### src/rtl/regfile_dump_reader.sv
// ============================================================================
// Module   : regfile_dump_reader
// Brief    : Walks a register index range through one read port and streams
//            each value out on a valid/ready interface.
// Revision : 1.0 - initial release
// ============================================================================
`default_nettype none

module regfile_dump_reader #(
    parameter int ADDR_W = 5,
    parameter int DATA_W = 32
) (
    input  logic              clk,
    input  logic              rst_n,
    input  logic              start,
    input  logic              abort,
    input  logic [ADDR_W-1:0] first_reg,
    input  logic [ADDR_W-1:0] last_reg,
    output logic [ADDR_W-1:0] read_reg,
    input  logic [DATA_W-1:0] read_data,
    output logic [DATA_W-1:0] out_data,
    output logic [ADDR_W-1:0] out_reg,
    output logic              out_valid,
    input  logic              out_ready,
    output logic              out_last,
    output logic              busy,
    output logic              done,
    output logic              err
);

    typedef enum logic [1:0] {
        S_IDLE = 2'd0,
        S_READ = 2'd1,
        S_SEND = 2'd2,
        S_DONE = 2'd3
    } state_t;

    state_t              r_state;
    state_t              w_next;
    logic [ADDR_W-1:0]   r_ptr;
    logic [ADDR_W-1:0]   r_end;
    logic [DATA_W-1:0]   r_out_data;
    logic [ADDR_W-1:0]   r_out_reg;
    logic                r_out_valid;
    logic                r_out_last;
    logic                r_err;
    logic                w_accept;
    logic                w_reject;
    logic                w_handshake;
    logic                w_capture;

    always_comb begin
        w_next      = r_state;
        w_accept    = 1'b0;
        w_reject    = 1'b0;
        w_handshake = 1'b0;
        w_capture   = 1'b0;
        case (r_state)
            S_IDLE: begin
                // abort outranks start even while idle
                if (start && !abort) begin
                    if (first_reg <= last_reg) begin
                        w_accept = 1'b1;
                        w_next   = S_READ;
                    end else begin
                        w_reject = 1'b1;
                    end
                end
            end
            S_READ: begin
                if (abort) begin
                    w_next = S_IDLE;
                end else begin
                    w_capture = 1'b1;
                    w_next    = S_SEND;
                end
            end
            S_SEND: begin
                if (abort) begin
                    w_next = S_IDLE;
                end else if (out_ready) begin
                    w_handshake = 1'b1;
                    w_next      = (r_ptr == r_end) ? S_DONE : S_READ;
                end
            end
            S_DONE: begin
                w_next = S_IDLE;
            end
            default: begin
                w_next = S_IDLE;
            end
        endcase
    end

    always_ff @(posedge clk) begin
        if (!rst_n) begin
            r_state     <= S_IDLE;
            r_ptr       <= '0;
            r_end       <= '0;
            r_out_data  <= '0;
            r_out_reg   <= '0;
            r_out_valid <= 1'b0;
            r_out_last  <= 1'b0;
            r_err       <= 1'b0;
        end else begin
            r_state <= w_next;
            r_err   <= w_reject;
            if (w_accept) begin
                r_ptr <= first_reg;
                r_end <= last_reg;
            end
            if (w_capture) begin
                r_out_data  <= read_data;
                r_out_reg   <= r_ptr;
                r_out_last  <= (r_ptr == r_end);
                r_out_valid <= 1'b1;
            end
            if (abort && r_state != S_IDLE) begin
                r_out_valid <= 1'b0;
            end
            if (w_handshake) begin
                r_out_valid <= 1'b0;
                // ptr stops at end, so the increment can never wrap
                if (r_ptr != r_end) begin
                    r_ptr <= r_ptr + 1'b1;
                end
            end
        end
    end

    assign read_reg  = r_ptr;
    assign out_data  = r_out_data;
    assign out_reg   = r_out_reg;
    assign out_valid = r_out_valid;
    assign out_last  = r_out_last;
    assign err       = r_err;
    assign busy      = (r_state != S_IDLE);
    assign done      = (r_state == S_DONE) && !abort;

endmodule

`default_nettype wire

### config.mk
export PLATFORM = sky130hd
export DESIGN_NAME = regfile_dump_reader
export DESIGN_NICKNAME = d
export VERILOG_FILES = /design/src/rtl/regfile_dump_reader.sv
export SDC_FILE = /design/constraint.sdc
export NUM_CORES = 1
export LEC_CHECK = 0
export CORE_UTILIZATION = 45
export DETAILED_ROUTE_END_ITERATION = 16
export PLACE_DENSITY = 0.84
export SYNTH_ARGS = -nofsm -noshare
export SYNTH_HDL_FRONTEND = slang
export SYNTH_SLANG_ARGS = --single-unit
### constraint.sdc
create_clock -name clk -period 4.9 [get_ports clk]
set_clock_uncertainty 0.2 [all_clocks]
set_input_delay 0.735 -clock clk [delete_from_list [all_inputs] [get_ports clk]]
set_output_delay 0.735 -clock clk [all_outputs]
set_load 0.1 [all_outputs]
==> impl_results.md <==
- Status: complete, no violations
- WL per Instance: around 12 um
- Yosys reg bits: 52
- Met2 WL: approximately 2.6 mm
- CTS tree: built
- Hold depth: 2
- Iteration-0 DRC Markers: between 100 and 150
- Length in cells of the worst reg-to-reg path: 4
- Total vias in the final route: around 2.1k
- Most frequent cells in the layout: clkdlybuf4s50_1 (92), nand2_1 (83), dfxtp_1 (52), a21oi_1 (43), nor2_1 (13)
- Final setup viols: 0
- PostCTS Resize Cnt: 0
- Hold_buf cts: 0
- Cell taking the most area after synthesis: dfxtp_1
- Worst Setup Start Kind: register
- Num CTS Buffers: 5
- Initial DRT Pass Iterations: 4
- Core ar.: around 4700 um^2
- Yosys warnings: 0
- Hold Fails Final Rpt: 0
- Static leakage: ~1.2 nW
- H-tree levels: 2
- Share of cells above drive strength 1: between 4 and 5%
- Commonest non-fill, non-tap cell in the layout: clkdlybuf4s50_1
- Via density: approximately 4.9
- GRT overflow: 0
- CP cell instances: nor2_1 > inv_1 > clkdlybuf4s50_1
- Placer Congestion: ~0.73
- Initial core utilization: about 47%
- WP data arrival: approximately 2100 ps
- Hold path start: out_data[0]
- Worst Hold Class: reg -> reg
- Fmax: around 0.33 GHz
- Total GRT Usage: between 20 and 25%
- Setup total negative slack: 0 ps
- FP Rows: 25
- First-pass GRT wire length: 8.35 mm
- Syn Area/Cell: 8.17 um^2
- Max_slew headroom: approximately a third
- Slew @ Worst Pin: approximately 1000 ps
- Number of I/O pins: 94
- Power per standard cell area: around 270 nW/um^2
- Unrepaired setup endpoints after global routing: no
- Die width: 72.0 um
- Layout Area Growth over Synthesis: 47.7%
- Crit. End Element: output pin
- Final min period: slightly above 3000 ps
- Final clock period utilization by the worst path: 62.2%
- Clk sinks: 52
- Largest register FFs: 32
- Slew Viols, Final: 0
- Die Span Y: between 70 and 80 um
- CP max FO: 10
- Remaining DRCs: 0
- Largest cells by area after synthesis: dfxtp_1 (47%), nand2_1 (14%), a21oi_1 (9.8%)
- Top Layer Used: met4
- Final #Nets: 410
- Clk buf depth: 2
- Syn Inst Count: 270
- Met3 wire len: approximately 290 um
- VDD IR max: between 0.0001 and 0.00015 V
- Launching point of the worst reg2reg path: r_state[0]
- Routed Wire Length: roughly 5.1 mm
- CP required: 3960 ps
- DIE AREA: 5190 um^2
- Sequential share of the synthesized area: 47.2%
- Vias in the first global route: between 1.5k and 2k
- Post-CTS Setup Inserts: 0
- Slowest cell delay on critical path: 1120 ps
- Max_cap viols: 0
- Place WS: roughly 1800 ps
- Post-synth cell types: 33
- Synthesized Nets: 323
- CP max stage cell: clkdlybuf4s50_1
- Diode count: 0
- Antenna violations before repair: 0
- CP Class: reg -> out
- Syn Std Cell Area: 2210 um^2
- EDFF count, synth: 0
- Wl on met1: about 2.2 mm
- Async S/R FF share, synth: 0%
- PnR worst setup slack: roughly 1800 ps
- HPWL Detailed: 3.78 mm
- CTS root buffer: clkbuf_8
- Fillers: a little over 400
- Largest net degree at the start of global routing: between 50 and 60
- PortBufs: 93
- Critical path startpoint: r_state[0]
- Clk slew on worst S/H paths: ~90 ps
- Clock Latency Late Sink: 300 ps
- Post-synth top flop: dfxtp_1
- Antenna viol nets, final: 0
- Post-synth top area share: 47.2%
==> power breakdown <==
group / switching [W] / leakage [nW] / internal [W]
combinational: 0.000108 / 0.714 / 0.0000684
sequential: 0.00000933 / 0.420 / 0.000433
clock: 0.000129 / 0.0503 / 0.000126
==> cell usage after synthesis, types with 2 or more instances <==
| master | number |
|---|---|
| a21oi_1 | 43 |
| nand2_1 | 83 |
| mux2i_1 | 6 |
| buf_6 | 2 |
| o21ai_0 | 4 |
| nand3_1 | 4 |
| or3b_1 | 2 |
| nor2_1 | 13 |
| and2_1 | 3 |
| buf_2 | 6 |
| nor3b_1 | 2 |
| dfxtp_1 | 52 |
| xor2_1 | 5 |
| a211o_1 | 3 |
| a211oi_1 | 4 |
| ha_1 | 6 |
| inv_1 | 8 |
| nand2b_1 | 2 |
| clkbuf_1 | 7 |
| a31oi_1 | 2 |
==> cell families after synthesis <==
logic type               after synthesis  synth area share (%)
AND/OR/NAND/NOR                      116                  23.2
flip-flops                            52                  47.2
XOR/XNOR                               5                  1.98
adder cells (fa/ha/maj)                6                  3.40
multiplexers                           6                  2.72
AO/OA/AOI/OAI                         60                  16.2
buffers and inverters                 25                  5.33
==> routing by layer <==
layer | vias up | track usage (%)
met1 | 958 | 24.4
met3 | 4 | 4.17
li1 | 1064 | -
met4 | 0 | 6.54
met2 | 67 | 36.7
met5 | - | 0
==> critical path, delay by kind of cell, from the launching register on <==
family | cells | cell delay [ps]
buffers and inverters | 2 | 1180
flip-flops | 1 | 520
AND/OR/NAND/NOR | 1 | 110
==> final cells by class <==
class,instances,area (um^2),area share [%]
inverter,9,33.8,1.04
clock buffer,7,96.3,2.96
sequential,52,1040,31.9
timing repair buffer,96,951,29.2
multi-input combinational,193,1050,32.3
tap,67,83.8,2.57
==> path summary, 6_finish.rpt <==
check	slack, ps	endpoint
worst max-delay path	1850	busy
worst min-delay path	250	out_data[0]
worst max register to register	2640	out_data[28]
worst min register to register	250	out_data[0]
==> metrics by stage <==
step / area [um^2] / hold slack [ps] / instances / util [%] / total power (W)
finish: 3260 / 255 / 424 / 69.0 / 0.000874
global route: 3260 / 271 / 424 / 69.0 / 0.000911
CTS: 3260 / 259 / 424 / 69.0 / 0.000883
detailed placement: 3160 / 247 / 417 / 67.0 / 0.000629
global placement: 3160 / 241 / 417 / 67.0 / 0.000627
floorplan: 2210 / 280 / 270 / - / 0.000564
Note: power is estimated with default switching activity, not from simulation.
